`config.mk`:
```
export PLATFORM = sky130hd
export DESIGN_NAME = lookup_regroup_table_pipe
export DESIGN_NICKNAME = d
export VERILOG_FILES = /design/src/rtl/lookup_regroup_table_pipe.sv
export SDC_FILE = /design/constraint.sdc
export NUM_CORES = 1
export LEC_CHECK = 0
export ABC_CLOCK_PERIOD_IN_PS = 3200
export BUFFER_PORTS_ARGS = -buffer_cell sky130_fd_sc_hd__buf_2
export CORE_AREA = 2 2 123 125
export DETAILED_ROUTE_END_ITERATION = 6
export DIE_AREA = 0 0 125 127
export PLACE_DENSITY_LB_ADDON = 0.08
export SLEW_MARGIN = 0
export SYNTH_ARGS = -nofsm -noshare
export SYNTH_HDL_FRONTEND = slang
export SYNTH_SLANG_ARGS = --single-unit
```
`constraint.sdc`:
```
create_clock -name i_clk -period 3.2 [get_ports i_clk]
set_clock_uncertainty 0.05 [all_clocks]
set_input_delay 0.16 -clock i_clk [delete_from_list [all_inputs] [get_ports i_clk]]
set_output_delay 0.16 -clock i_clk [all_outputs]
set_load 0.01 [all_outputs]
```
`src/rtl/lookup_regroup_table_pipe.sv`:
```
// Pipelined regroup lookup: each packet head starts a one-read-per-cycle search of the
// regroup mapping RAM for its flow ID. The result is strobed once, and the block then waits for the tail.
module lookup_regroup_table_pipe #(
  parameter int PKT_W      = 134,
  parameter int FLOWID_MSB = 124,
  parameter int FLOWID_W   = 14,
  parameter int RESULT_W   = 57,
  parameter int ADDR_W     = 8,
  parameter int RAM_LAT    = 2,
  parameter int CNT_W      = 16
) (
  input  logic                         i_clk,
  input  logic                         i_rst_n,
  input  logic [PKT_W-1:0]             iv_pkt_data,
  input  logic                         i_fifo_empty,
  input  logic [ADDR_W:0]              iv_entry_num,
  input  logic [FLOWID_W+RESULT_W-1:0] iv_regroup_ram_rdata,
  output logic                         o_regroup_ram_rd,
  output logic [ADDR_W-1:0]            ov_regroup_ram_raddr,
  output logic [RESULT_W-1:0]          ov_dmac_outport,
  output logic                         o_lookup_table_match_flag,
  output logic                         o_dmac_outport_wr,
  input  logic                         i_cnt_clr,
  output logic [CNT_W-1:0]             ov_hit_cnt,
  output logic [CNT_W-1:0]             ov_miss_cnt
);

  localparam int ENT_W = FLOWID_W + RESULT_W;
  localparam logic [ADDR_W:0]    MAX_N  = (ADDR_W+1)'(1) << ADDR_W;
  localparam logic [RAM_LAT-1:0] OLDEST = RAM_LAT'(1) << (RAM_LAT-1);

  localparam logic [1:0] S_IDLE     = 2'd0;
  localparam logic [1:0] S_SEARCH   = 2'd1;
  localparam logic [1:0] S_DRAIN    = 2'd2;
  localparam logic [1:0] S_WAIT_EOP = 2'd3;

  logic [1:0]          state;
  logic [FLOWID_W-1:0] flowid;
  logic [ADDR_W:0]     n_ent;
  logic                tail_seen;
  logic [RAM_LAT-1:0]  pipe_vld;
  logic [ADDR_W-1:0]   pipe_addr [RAM_LAT];

  logic                is_head;
  logic                is_tail;
  logic [ADDR_W:0]     n_sel;
  logic [ADDR_W:0]     n_last;
  logic                ret_vld;
  logic                ret_zero;
  logic                ret_hit;
  logic                ret_last;
  logic                term;
  logic                pending;
  logic                issue_last;
  logic                unused_pkt_bits;

  assign is_head = !i_fifo_empty && (iv_pkt_data[PKT_W-1 -: 2] == 2'b01);
  assign is_tail = !i_fifo_empty && (iv_pkt_data[PKT_W-1 -: 2] == 2'b10);
  assign n_sel   = (iv_entry_num > MAX_N) ? MAX_N : iv_entry_num;
  assign n_last  = n_ent - (ADDR_W+1)'(1);
  assign unused_pkt_bits = ^iv_pkt_data;

  // The oldest pipeline stage is aligned with the RAM data for the address it carries.
  assign ret_vld  = pipe_vld[RAM_LAT-1];
  assign ret_zero = (iv_regroup_ram_rdata == '0);
  assign ret_hit  = !ret_zero && (iv_regroup_ram_rdata[ENT_W-1:RESULT_W] == flowid);
  assign ret_last = ({1'b0, pipe_addr[RAM_LAT-1]} == n_last);
  assign term     = (state == S_SEARCH) && ret_vld && (ret_hit || ret_zero || ret_last);

  // Reads still outstanding once this cycle's return has been consumed.
  assign pending    = ((pipe_vld & ~OLDEST) != '0) || o_regroup_ram_rd;
  assign issue_last = ({1'b0, ov_regroup_ram_raddr} == n_last);

  always_ff @(posedge i_clk or negedge i_rst_n) begin
    if (!i_rst_n) begin
      pipe_vld <= '0;
    end else begin
      pipe_vld <= (pipe_vld << 1) | RAM_LAT'(o_regroup_ram_rd);
    end
  end

  // NOTE: the address pipeline is never read without its valid bit, so it carries no reset.
  always_ff @(posedge i_clk) begin
    for (int i = RAM_LAT-1; i > 0; i--) begin
      pipe_addr[i] <= pipe_addr[i-1];
    end
    pipe_addr[0] <= ov_regroup_ram_raddr;
  end

  always_ff @(posedge i_clk or negedge i_rst_n) begin
    if (!i_rst_n) begin
      state                     <= S_IDLE;
      flowid                    <= '0;
      n_ent                     <= '0;
      tail_seen                 <= 1'b0;
      o_regroup_ram_rd          <= 1'b0;
      ov_regroup_ram_raddr      <= '0;
      o_dmac_outport_wr         <= 1'b0;
      o_lookup_table_match_flag <= 1'b0;
      ov_dmac_outport           <= '0;
    end else begin
      // NOTE: result outputs default to zero each cycle, so they are only non-zero with the strobe.
      o_dmac_outport_wr         <= 1'b0;
      o_lookup_table_match_flag <= 1'b0;
      ov_dmac_outport           <= '0;
      case (state)
        S_IDLE: begin
          tail_seen <= 1'b0;
          if (is_head) begin
            flowid <= iv_pkt_data[FLOWID_MSB -: FLOWID_W];
            n_ent  <= n_sel;
            if (n_sel == '0) begin
              o_dmac_outport_wr <= 1'b1;
              state             <= S_WAIT_EOP;
            end else begin
              o_regroup_ram_rd     <= 1'b1;
              ov_regroup_ram_raddr <= '0;
              state                <= S_SEARCH;
            end
          end
        end
        S_SEARCH: begin
          if (is_tail) tail_seen <= 1'b1;
          if (term) begin
            o_dmac_outport_wr         <= 1'b1;
            o_lookup_table_match_flag <= ret_hit;
            ov_dmac_outport           <= ret_hit ? iv_regroup_ram_rdata[RESULT_W-1:0] : '0;
            o_regroup_ram_rd          <= 1'b0;
            ov_regroup_ram_raddr      <= '0;
            state                     <= pending ? S_DRAIN : S_WAIT_EOP;
          end else if (o_regroup_ram_rd) begin
            if (issue_last) begin
              o_regroup_ram_rd     <= 1'b0;
              ov_regroup_ram_raddr <= '0;
            end else begin
              ov_regroup_ram_raddr <= ov_regroup_ram_raddr + ADDR_W'(1);
            end
          end
        end
        S_DRAIN: begin
          if (is_tail) tail_seen <= 1'b1;
          if (!pending) state <= S_WAIT_EOP;
        end
        S_WAIT_EOP: begin
          if (tail_seen || is_tail) begin
            tail_seen <= 1'b0;
            state     <= S_IDLE;
          end
        end
        default: state <= S_IDLE;
      endcase
    end
  end

  // Counters follow the registered strobe; a clear wins over a same-cycle increment.
  always_ff @(posedge i_clk or negedge i_rst_n) begin
    if (!i_rst_n) begin
      ov_hit_cnt  <= '0;
      ov_miss_cnt <= '0;
    end else if (i_cnt_clr) begin
      ov_hit_cnt  <= '0;
      ov_miss_cnt <= '0;
    end else if (o_dmac_outport_wr) begin
      if (o_lookup_table_match_flag && (ov_hit_cnt != '1))
        ov_hit_cnt <= ov_hit_cnt + CNT_W'(1);
      if (!o_lookup_table_match_flag && (ov_miss_cnt != '1))
        ov_miss_cnt <= ov_miss_cnt + CNT_W'(1);
    end
  end

endmodule

```
==> out/metrics.yaml <==
rows: 44
final_antenna_net_count: 0
cts_buffers: 17
required_ps: 3450
drv_cap: 0
ir_drop_v: 0.000348
nets: 1114
clk-insertion-delay-late_ps: 430
io_pins: 318
totalWireLength_mm: 19.7
status: "completed"
areaGrowthSynthToFinish_pct: 40.4
setup_violations: 0
syn_inst: 599
drv_slew: 0
max_freq_ghz: 0.332
syn_nets: 826
synth_edf_count: 0
cts_max_path_buffers: 2
grt_usage: 0.253
n_fill_cell: 1161
chipWidth_um: 125
final.setup.tns_ps: 0
crit_arrival_ps: 3260
vias: 5760
clock-sinks: 144
drtIter0Drc: 353
finalHoldViolCount: 0
path_max_fanout: 18
critPathLaunchType: "flip-flop"
drive_above_1_share: 0.306
dieArea_sq_um: 15900
path_clk_slew_ps: 60
antenna_found_initial: 0
synth.ff_latch_count: 144
reg2reg_setup_slack_ps: 190
antennaDiodeCount: 0
endpoint_kind: "flip-flop"
period_share: 0.941
p_per_area_nw_per_um2: 445
grt_max_degree: 75
gp_congestion: 0.945
path_class: "reg2reg"
ys_async_sr_fraction: 0.889
vias_per_cell: 5.31
core_area_sq_um: 14400
dr.pass1.iters: 5
synthDistinctLibCells: 56
root_buffer: "clkbuf_16"
synth_top_cell_area_share: 0.489
yosysSeqAreaShare: 0.538
overflow: 0
io_buffer_count: 199
cts_tree: "done"
max-slew-margin-rel: 0.520
htreeDepth: 4
grt_pass1_vias: 5990
avgSynthCellArea_sq_um: 10.9
grt_pass1_wl_mm: 31.3
drc_errors: 0
cellLeakagePower_nw: 4.69
post-route-min-period_ps: 3010
rsz0062_at_grt: "false"
hpwl_mm: 14.1
ys_warn_count: 0
chipHeight_um: 127
worst_pin_slew_ps: 720
syn_area_sq_um: 6550
synth.area.top_cells: "dfrtp_1, xor2_1, and2_1, dfxtp_1, mux2_2"
post_cts_buffers: 0
ys.flop_type: "dfrtp_1"
start_util: 0.454
wl_per_cell_um: 18.2
min_path_type: "in2reg"
p_total_w: 0.00409
synth_top_area_cell: "dfrtp_1"
[through the flow]
step | hold WS (ps) | std cells | setup WS, ps | instance area [sq um] | utilization
after detailed placement | 210 | 974 | 193 | 7800 | 0.541
after floorplan | -186 | 599 | 584 | 6550 | -
after CTS | 0.992 | 1084 | 184 | 9190 | 0.637
final | 6.49 | 1084 | 187 | 9200 | 0.637
after global placement | 193 | 974 | 293 | 7800 | 0.541
after global routing | 14.8 | 1084 | 14.4 | 9200 | 0.637
[placed cells by master, fill, tap and decap left out, types with 3 or more instances in the layout]
cell | synthesis | layout
a21oi_1 | 16 | 16
a32oi_1 | 8 | 8
and2_1 | 60 | 60
and3_1 | 9 | 9
and4_1 | 9 | 9
buf_2 | 4 | 198
buf_4 | 1 | 17
bufinv_16 | 0 | 3
clkbuf_16 | 0 | 17
clkbuf_8 | 0 | 4
clkinv_2 | 0 | 6
dfrtp_1 | 128 | 128
dfxtp_1 | 16 | 16
dlygate4sd3_1 | 0 | 78
ha_1 | 9 | 9
inv_1 | 14 | 14
mux2_2 | 16 | 16
mux2i_1 | 4 | 4
nand2_1 | 34 | 34
nand2b_1 | 9 | 9
nand3_1 | 20 | 20
nand4_1 | 16 | 16
nor2_1 | 41 | 41
nor2b_1 | 3 | 3
nor3_1 | 12 | 11
nor3b_1 | 3 | 3
nor4_1 | 26 | 26
nor4b_1 | 3 | 3
o211ai_1 | 4 | 4
o21ai_0 | 20 | 20
xnor2_1 | 18 | 18
xor2_1 | 44 | 44
[worst paths after layout]
check	startpoint	endpoint	depth (start not counted)
worst min-delay path	iv_entry_num[5]	n_ent[5]	3
min in group asynchronous	i_rst_n	ov_dmac_outport[56]	2
worst min register to register	pipe_addr[0][2]	pipe_addr[0][10]	0
max in group asynchronous	i_rst_n	ov_dmac_outport[14]	3
worst max register to register	n_ent[0]	state[0]	9
worst max-delay path	n_ent[0]	state[0]	9
[routing by layer]
layer	share of wire	wire length (um)	track usage	vias to the layer above
met5	0	0	0	-
met4	0.032	622	0.105	0
met3	0.071	1410	0.0733	35
met2	0.48	9440	0.430	256
met1	0.42	8280	0.303	2791
li1	-	-	-	2678
[state kept, by name, indices dropped and copies added (netlist names)]
| register | flops |
|---|---|
| o_dmac_outport_wr | 1 |
| ov_regroup_ram_raddr | 8 |
| ov_miss_cnt | 16 |
| pipe_vld | 2 |
| tail_seen | 1 |
| o_regroup_ram_rd | 1 |
| flowid | 14 |
| ov_dmac_outport | 57 |
| n_ent | 9 |
| state | 2 |
| ov_hit_cnt | 16 |
| pipe_addr | 16 |
| o_lookup_table_match_flag | 1 |
[power breakdown]
part | switching [W] | internal, W
sequential | 0.0000000104 | 0.00182
combinational | 0.000103 | 0.000120
clock | 0.000752 | 0.00130
total | 0.000855 | 0.00324
[cell usage after synthesis, types with 16 or more instances]
cell and number:
a21oi_1 16, and2_1 60, clkbuf_1 17, dfrtp_1 128
dfxtp_1 16, mux2_2 16, nand2_1 34, nand3_1 20
nand4_1 16, nor2_1 41, nor4_1 26, o21ai_0 20
xnor2_1 18, xor2_1 44
[what timing repair did]
action	CTS	global route
hold buffers	78	0
gates resized for setup	0	1
endpoints found under the setup margin	0	1
endpoints found under the hold margin	131	0
[cells by family (layout without fill, tap and decap cells)]
family,after synthesis,after routing,share of synthesized area
adder cells (fa/ha/maj),10,10,0.0189
XOR/XNOR,63,63,0.0864
buffers and inverters,39,340,0.0271
multiplexers,20,20,0.0336
flip-flops,144,144,0.538
AND/OR/NAND/NOR,256,256,0.223
AO/OA/AOI/OAI,67,67,0.0726
[critical path, cell delays in order, from the launching register on]
cell and delay [ps]:
dfrtp_1 370, inv_1 60, ha_1 290, or3b_1 440, maj3_2 340, o2111ai_2 220
a2111oi_4 110, o32ai_4 620, o21ai_0 210, nor3b_1 170
[final cells by class]
cell class              instances  area, sq um  area share
repair buffers                294         1920       0.209
clock inverters                11          135      0.0147
well taps                     184          230      0.0250
flip-flops and latches        144         3520       0.383
multi-input cells             416         2850       0.310
inverters                      14         52.6     0.00572
clock buffers                  21          480      0.0523
(Power assumes the default switching activity.)
